==> src/rtl/palette_pipeline.sv <==
// Layered palette lookup with a frame-synchronous fade-to/from-black scaler.
// Optional PAL_READBACK_EN adds a registered CPU readback port on the palette.
module palette_pipeline #(
    parameter int    IDX_W       = 6,
    parameter int    DEPTH       = 64,
    parameter int    CW          = 8,
    parameter int    LAYERS      = 4,
    parameter int    FADE_LOG2   = 3,
    parameter int    FRAMES_STEP = 2,
    parameter string PAL_INIT    = "palette.txt"
) (
    input  logic                    Clk,
    input  logic                    Reset,
    input  logic                    frame_start,
    input  logic                    pix_valid,
    input  logic [LAYERS*IDX_W-1:0] layer_idx,
    input  logic [IDX_W-1:0]        bg_idx,
    input  logic                    wr_valid,
    output logic                    wr_ready,
    input  logic [IDX_W-1:0]        wr_addr,
    input  logic [3*CW-1:0]         wr_rgb,
    input  logic                    fade_req,
    input  logic                    fade_dir,
    output logic                    fade_busy,
    output logic                    fade_done,
    input  logic [IDX_W-1:0]        rd_addr,
    output logic [3*CW-1:0]         rd_rgb,
    output logic                    out_valid,
    output logic [CW-1:0]           VGA_R,
    output logic [CW-1:0]           VGA_G,
    output logic [CW-1:0]           VGA_B
);

    localparam int LW    = FADE_LOG2 + 1;
    localparam int PW    = CW + LW;
    localparam int CNT_W = (FRAMES_STEP > 1) ? $clog2(FRAMES_STEP) : 1;
    localparam logic [LW-1:0]    LVL_MAX  = LW'(1 << FADE_LOG2);
    localparam logic [CNT_W-1:0] CNT_LAST = CNT_W'(FRAMES_STEP - 1);
    localparam logic [IDX_W:0]   DEPTH_V  = (IDX_W+1)'(DEPTH);
    localparam bit               FULL     = (DEPTH >= (1 << IDX_W));

    typedef enum logic [1:0] {BRIGHT, FADE_OUT, DARK, FADE_IN} fade_state_t;

    // The image named by PAL_INIT is attached by the FPGA build flow;
    // in simulation the palette is filled through the write port.
    logic [3*CW-1:0] pal [DEPTH];

    logic [IDX_W-1:0] sel;
    logic [IDX_W-1:0] s1_sel;
    logic             s1_valid;
    logic [3*CW-1:0]  s2_rgb;
    logic             s2_valid;

    fade_state_t      state_q, state_d;
    logic [LW-1:0]    level_q, level_d;
    logic [CNT_W-1:0] cnt_q, cnt_d;
    logic             done_q, done_d;

    function automatic logic in_pal(input logic [IDX_W-1:0] a);
        return FULL || ({1'b0, a} < DEPTH_V);
    endfunction

    function automatic logic [CW-1:0] scale(input logic [CW-1:0] c,
                                            input logic [LW-1:0] l);
        logic [PW-1:0] p;
        p = PW'(c) * PW'(l);
        return p[FADE_LOG2 +: CW];
    endfunction

    assign fade_busy = (state_q == FADE_OUT) || (state_q == FADE_IN);
    assign wr_ready  = !fade_busy;
    assign fade_done = done_q;

    // Highest-priority non-transparent layer wins, else the background.
    always_comb begin
        sel = bg_idx;
        for (int k = LAYERS - 1; k >= 0; k--) begin
            if (layer_idx[k*IDX_W +: IDX_W] != '0)
                sel = layer_idx[k*IDX_W +: IDX_W];
        end
    end

    // S1/S2: register the winner, then read the palette (old data on collision).
    always_ff @(posedge Clk) begin
        if (Reset) begin
            s1_sel   <= '0;
            s1_valid <= 1'b0;
            s2_rgb   <= '0;
            s2_valid <= 1'b0;
        end else begin
            s1_sel   <= sel;
            s1_valid <= pix_valid;
            s2_rgb   <= in_pal(s1_sel) ? pal[s1_sel] : '0;
            s2_valid <= s1_valid;
        end
    end

    // Palette write port; out-of-range addresses are handshaken and dropped.
    always_ff @(posedge Clk) begin
        if (wr_valid && wr_ready && in_pal(wr_addr))
            pal[wr_addr] <= wr_rgb;
    end

    // S3: scale each channel by the fade level, blank outside the active area.
    always_ff @(posedge Clk) begin
        if (Reset || !s2_valid) begin
            VGA_R <= '0;
            VGA_G <= '0;
            VGA_B <= '0;
        end else begin
            VGA_R <= scale(s2_rgb[3*CW-1 -: CW], level_q);
            VGA_G <= scale(s2_rgb[2*CW-1 -: CW], level_q);
            VGA_B <= scale(s2_rgb[CW-1:0], level_q);
        end
    end

    // Output valid tracks the S2 valid bit.
    always_ff @(posedge Clk) begin
        if (Reset) out_valid <= 1'b0;
        else       out_valid <= s2_valid;
    end

    // Fade state, level, frame counter and done pulse registers.
    always_ff @(posedge Clk) begin
        if (Reset) begin
            state_q <= BRIGHT;
            level_q <= LVL_MAX;
            cnt_q   <= '0;
            done_q  <= 1'b0;
        end else begin
            state_q <= state_d;
            level_q <= level_d;
            cnt_q   <= cnt_d;
            done_q  <= done_d;
        end
    end

    // Fade sequencing: level moves only on frame_start to avoid tearing.
    always_comb begin
        state_d = state_q;
        level_d = level_q;
        cnt_d   = cnt_q;
        done_d  = 1'b0;
        unique case (state_q)
            BRIGHT: begin
                if (fade_req && !fade_dir) begin
                    state_d = FADE_OUT;
                    cnt_d   = '0;
                end
            end
            DARK: begin
                if (fade_req && fade_dir) begin
                    state_d = FADE_IN;
                    cnt_d   = '0;
                end
            end
            FADE_OUT: begin
                if (frame_start) begin
                    if (cnt_q == CNT_LAST) begin
                        cnt_d   = '0;
                        level_d = level_q - LW'(1);
                        if (level_q == LW'(1)) begin
                            state_d = DARK;
                            done_d  = 1'b1;
                        end
                    end else begin
                        cnt_d = cnt_q + CNT_W'(1);
                    end
                end
            end
            FADE_IN: begin
                if (frame_start) begin
                    if (cnt_q == CNT_LAST) begin
                        cnt_d   = '0;
                        level_d = level_q + LW'(1);
                        if (level_q == LVL_MAX - LW'(1)) begin
                            state_d = BRIGHT;
                            done_d  = 1'b1;
                        end
                    end else begin
                        cnt_d = cnt_q + CNT_W'(1);
                    end
                end
            end
            default: ;
        endcase
    end

`ifdef PAL_READBACK_EN
    // CPU readback: registered second read port, read-first.
    always_ff @(posedge Clk) begin
        if (Reset)                rd_rgb <= '0;
        else if (in_pal(rd_addr)) rd_rgb <= pal[rd_addr];
        else                      rd_rgb <= '0;
    end
`else
    logic unused_rd;
    assign unused_rd = ^rd_addr;
    assign rd_rgb    = '0;
`endif

endmodule

==> config.mk <==
export PLATFORM = sky130hd
export DESIGN_NAME = palette_pipeline
export DESIGN_NICKNAME = d
export VERILOG_FILES = /design/src/rtl/palette_pipeline.sv
export SDC_FILE = /design/constraint.sdc
export NUM_CORES = 2
export LEC_CHECK = 0
export ABC_AREA = 1
export CAP_MARGIN = 20
export CORE_MARGIN = 10
export CORE_UTILIZATION = 50
export DETAILED_ROUTE_END_ITERATION = 10
export PLACE_DENSITY = 0.66
export SKIP_CTS_REPAIR_TIMING = 1
export SLEW_MARGIN = 20
export SYNTH_ARGS = -nofsm -noshare
export SYNTH_HDL_FRONTEND = slang
export SYNTH_SLANG_ARGS = --single-unit
==> constraint.sdc <==
create_clock -name Clk -period 4.5 [get_ports Clk]
set_input_delay 0.45 -clock Clk [delete_from_list [all_inputs] [get_ports Clk]]
set_output_delay 0.45 -clock Clk [all_outputs]
set_load 0.02 [all_outputs]
* Word level (Yosys, flattened, before mapping)
Memories as Yosys holds them, arrays and structs flattened. A register that Yosys moved wholly into a read port is not among the register bits. Index checks and enable logic that the tools add are counted.
Cells by class: multiply operators 3, $add $sub $neg 3, equal/unequal tests 14, reductions and logical operators 18, multiplexer cells 32
Operator list (number):
- $mul A8 B4 Y11 | 3
- $mux W6 | 4
- $reduce_bool A6 Y1 | 4
- $mux W2 | 8
- $mux W4 | 4
- $mux W1 | 12
- $ne A2 B2 Y1 const B | 6
- $pmux W2 S4 | 1
- $pmux W4 S2 | 1
- $reduce_and A8 Y1 | 1
- $ne A2 B1 Y1 const B | 3
- $reduce_and A5 Y1 | 1
- $add A4 B1 Y4 const B | 1
- $eq A2 B2 Y1 const B | 2
- $eq A4 B1 Y1 const B | 1
- $eq A4 B3 Y1 const B | 1
- $sub A4 B1 Y4 const B | 1
- $logic_and A1 B1 Y1 | 3
- $logic_not A1 Y1 | 3
- $pmux W1 S3 | 1
- $reduce_and A3 Y1 | 1
- $eq A2 B1 Y1 const B | 1
- $logic_not A2 Y1 | 1
- $logic_or A1 B1 Y1 | 2
- other kinds (4) | 4
Word-level totals: bits in writable memories 1536, output and inout port bits 52, logic and storage cells 82, bits in registers 41, bits of input ports 73, memories kept 1
Memories:
- pal | words 64, bits a word 24, read ports 1, clocked after memory_dff 1, write ports 1, RTL line 46 | logic [3*CW-1:0] pal [DEPTH];

* Depth between registers and ports, before layout
depth after elaboration 6, mapped depth 18, gate-level depth less buffers 16

* Least setup slack after synthesis
Ideal clock, no wire load.
path type reg-to-reg, start reg level_q[1], end reg VGA_B[7], library setup time 0.113 ns, arrival time 3.257 ns, buffers on the path 2, stages on the path, launching flop included 19, data required time 4.387 ns, period minus slack after synthesis 3.370 ns, path slack 1.130 ns, cell sequence dfxtp_1 -> clkbuf_1 -> buf_1 -> nand2_1 -> fa_1 -> inv_1 -> fa_1 -> inv_1 -> fa_1 -> inv_1 -> nand3_1 -> nand2_1 -> nand2_1 -> nand2_1 -> a21oi_1 -> o21ai_0 -> nand2_1 -> nand2_1 -> nor2_1
Between the ends: cells in the longest elaborated chain, start to end 1
RTL lines:
- start, declared | RTL line 55 | logic [LW-1:0] level_q, level_d;
- start signal, assigned | RTL line 132 | level_q <= level_d;
- $mul A8 B4 Y11 | RTL line 66 | p = PW'(c) * PW'(l);
- end signal, assigned | RTL line 113 | VGA_B <= scale(s2_rgb[CW-1:0], level_q);
- end, declared | RTL line 31 | output logic [CW-1:0] VGA_B
No other way between the ends. A chain may end at the register's enable or synchronous reset.

* Worst setup path after layout
start reg level_q[3], end reg VGA_R[7]
Between the ends: cells in the longest elaborated chain, start to end 1
RTL lines:
- $mul A8 B4 Y11 | RTL line 66
- end signal, assigned | RTL line 111 | VGA_R <= scale(s2_rgb[3*CW-1 -: CW], level_q);
- end, declared | RTL line 29 | output logic [CW-1:0] VGA_R,
No other way between the ends.

==> results by group <==
Timing
  • Worst Tran Pin Value: 0.967 ns
  • RSZ-0062 raised after global routing: no
  • F_max: approximately 0.28 GHz
  • Final Skew: between 0.02 and 0.03 ns
  • Pins over their slew limit: 0
  • Final hold violations: 0
  • Setup Viol. Count Final: 0
  • Period utilisation layout: about 79%
  • TNS Setup: 0 ns
  • Final min period: around 3.6 ns
  • Slew headroom: 35.5%

Power and ir drop
  • IR drop worst, VDD: 0.393 mV
  • Power per cell area: 419 mW/mm^2
  • Static leakage: ~28 nW
  • Sw Pwr: ~7.2 mW
  • Seq pwr share: a little over half
  • Int Power: around 24 mW
  • Comb pwr share: under 10%
  • Switching Fraction: a little under a quarter
  • Clk pwr share: about two fifths

Routing
  • Via Count: 44,000
  • Metal3 WL: 16,900 um
  • Met1 WL: just over 70,000 um
  • Top sig layer: met5
  • Via density: between 5 and 6
  • Met2 WL: around 82,000 um
  • WL per Instance: approximately 23 um
  • 1st-pass router iterations: 6
  • Remaining DRCs: 0
  • Post-route ant nets: 0
  • Initial DRC count: approximately 5,000
  • Final WL: around 180,000 um

Die
  • IO Pins: around 130
  • Core area: 0.133 mm^2
  • Die area: roughly 0.15 mm^2
  • DIE WIDTH: just under 400 um
  • Die Ht: ~390 um
  • Initial Util: 50.3%
  • Std cell rows: ~130

Cells and area
  • Layout Nets: between 6,000 and 7,000
  • Finished Cell Area: roughly 0.075 mm^2
  • Synth-to-Final Area Change: 11.3%
  • Fillers: approximately 11,000
  • Share of cells above drive strength 1: between 7 and 8%
  • Core Util, Final: 55.9%

GRT
  • GRT Util Overall: about a quarter
  • GR Overflow Total: 0
  • First-pass GRT wire length: about 260,000 um
  • Largest net degree at the start of global routing: 167
  • Vias in the first global route: between 40,000 and 50,000
  • Initial antenna violation count: 9

Setup path
  • CP Max Fanout: 20
  • CP Class: reg2reg
  • CP Data Arrival Time: 4.29 ns
  • CP Capture Type: register
  • Crit path launch type: register
  • Worst Path Required: 5.24 ns

Worst hold path
  • HP Class: in2reg

CTS
  • CTS Buffer Depth: 3
  • CTS Buf Count: 158
  • Number of H-tree levels: 4
  • Worst-Skew Late Latency: ~0.80 ns
  • Clock sinks: around 1,600
  • Clk root buf: clkbuf_16
  • Clk pin slew, worst setup/hold paths: 0.06 ns
  • TritonCTS clock tree: done

Synth
  • Sequential area share after synthesis: between 70% and 80%
  • Synth async-reset ratio: 0%
  • Syn Area/Cell: approximately 11 um^2
  • Ys Warns: 0
  • Netlist cell types: 34
  • Most used flip-flop cell after synthesis: edfxtp_1
  • Number of synthesized flops with an enable pin: 1,536
  • Gate Count Post-Synth: 5,874
  • Synthesized flop and latch total: between 1,500 and 2,000
  • Synthesized area: 0.0670 mm^2

Placement
  • Final GP Congestion: about 0.83
  • Number of port buffers: 94
  • Dpl cell area: around 0.070 mm^2
  • Post-DP HPWL: roughly 95,000 um

Flow run
  • Max-cap violations: 0

Status
  • Status: complete, no violations
-- worst max-delay path, stage by stage (launching register included) --
cell and delay [ns]:
dfxtp_1 0.80, buf_4 0.29, nand2_1 0.08, fa_1 0.49
inv_1 0.05, fa_1 0.47, fa_1 0.42, nand3_1 0.10
nand3_1 0.10, nand2_1 0.07, nand2_1 0.04, a21oi_1 0.21
o21ai_0 0.15, nand2_1 0.08, nand2_1 0.05, nor2_1 0.09
-- cell type report --
type,count,area [um^2],area share [%]
diodes,4,10.0,0.0134
clock buffers,208,4190,5.63
clock inverters,67,596,0.799
inverters,186,731,0.980
multi-input cells,3734,17000,22.9
flip-flops and latches,1601,47400,63.6
well taps,1768,2210,2.97
repair buffers,259,2310,3.10
-- through the flow --
stage	hold slack (ns)	instances	setup WS [ns]	power, mW
floorplan	0.388	5897	1.13	18.2
global placement	0.400	7548	1.01	19.1
detailed placement	0.411	7548	0.982	19.1
CTS	0.140	7823	0.975	31.4
global route	0.204	7823	0.589	32.2
finish	0.189	7827	0.943	31.3
-- path summary, 6_finish.rpt --
kind	from	end	slack (ns)	cells past startpoint
worst max-delay path	level_q[3]	VGA_R[7]	0.94	15
worst min-delay path	pix_valid	s1_valid	0.19	3
worst max register to register	level_q[3]	VGA_R[7]	0.94	15
worst min register to register	s1_valid	s2_valid	0.42	2
-- routing by layer --
metal / vias to the layer above / GRT usage (%)
li1: 20400 / -
met1: 21300 / 31.6
met2: 1981 / 37.5
met3: 337 / 4.54
met4: 8 / 8.61
met5: - / 0
-- cell families (layout without fill, tap and decap cells) --
kind of cell | count (synthesis) | in the layout | synth area share (%)
simple gates | 3518 | 3518 | 22.3
flops | 1601 | 1601 | 70.8
buf+inv | 562 | 720 | 4.13
compound gates | 106 | 106 | 0.848
fa+ha+maj | 79 | 79 | 1.88
xor+xnor | 7 | 7 | 0.0915
other cells | 1 | 28 | 0.00560
-- placed cells by master (no fill, tap or decap), types with 36 or more instances in the layout --
cell / count
clkbuf_16: 160
a21oi_1: 64
dfxtp_1: 60
edfxtp_1: 1536
nor2_2: 66
fa_1: 36
inv_1: 181
nand3_1: 1318
nand2_1: 2086
clkdlybuf4s50_1: 70
clkbuf_1: 47
buf_4: 145
ha_1: 43
-- registers in the layout (all words and copies together) (netlist names) --
name	cells
s1_valid	1
state_q	2
VGA_R	8
s2_valid	1
VGA_G	8
pal	1536
cnt_q	1
s1_sel	6
fade_done	1
out_valid	1
VGA_B	8
level_q	4
s2_rgb	24
-- power by group through the flow --
| stage | combinational (mW) | clock, mW | sequential [mW] |
|---|---|---|---|
| finish | 2.29 | 12.4 | 16.5 |
| global placement | 2.22 | 0 | 16.8 |
| global route | 2.51 | 13.2 | 16.5 |
| detailed placement | 2.26 | 0 | 16.9 |
| CTS | 2.27 | 12.6 | 16.5 |
| floorplan | 1.37 | 0 | 16.8 |
-- cell usage after synthesis, types with 3 or more instances --
library cell	count	share of area, %
inv_1	183	1.0
xnor2_1	3	0.039
nand3_1	1318	9.8
nand4_1	9	0.084
nor3_1	9	0.067
a21oi_1	64	0.48
buf_2	151	1.1
ha_1	43	0.80
clkbuf_1	75	0.42
nand2_1	2086	12
xor2_1	4	0.052
o21ai_0	28	0.21
buf_1	55	0.31
fa_1	36	1.1
dfxtp_1	65	1.9
o21bai_1	6	0.067
buf_4	68	0.76
edfxtp_1	1536	69
buf_6	25	0.42
nor2_1	90	0.50
a221oi_1	3	0.039
Note: power is estimated with default switching activity, not from simulation.
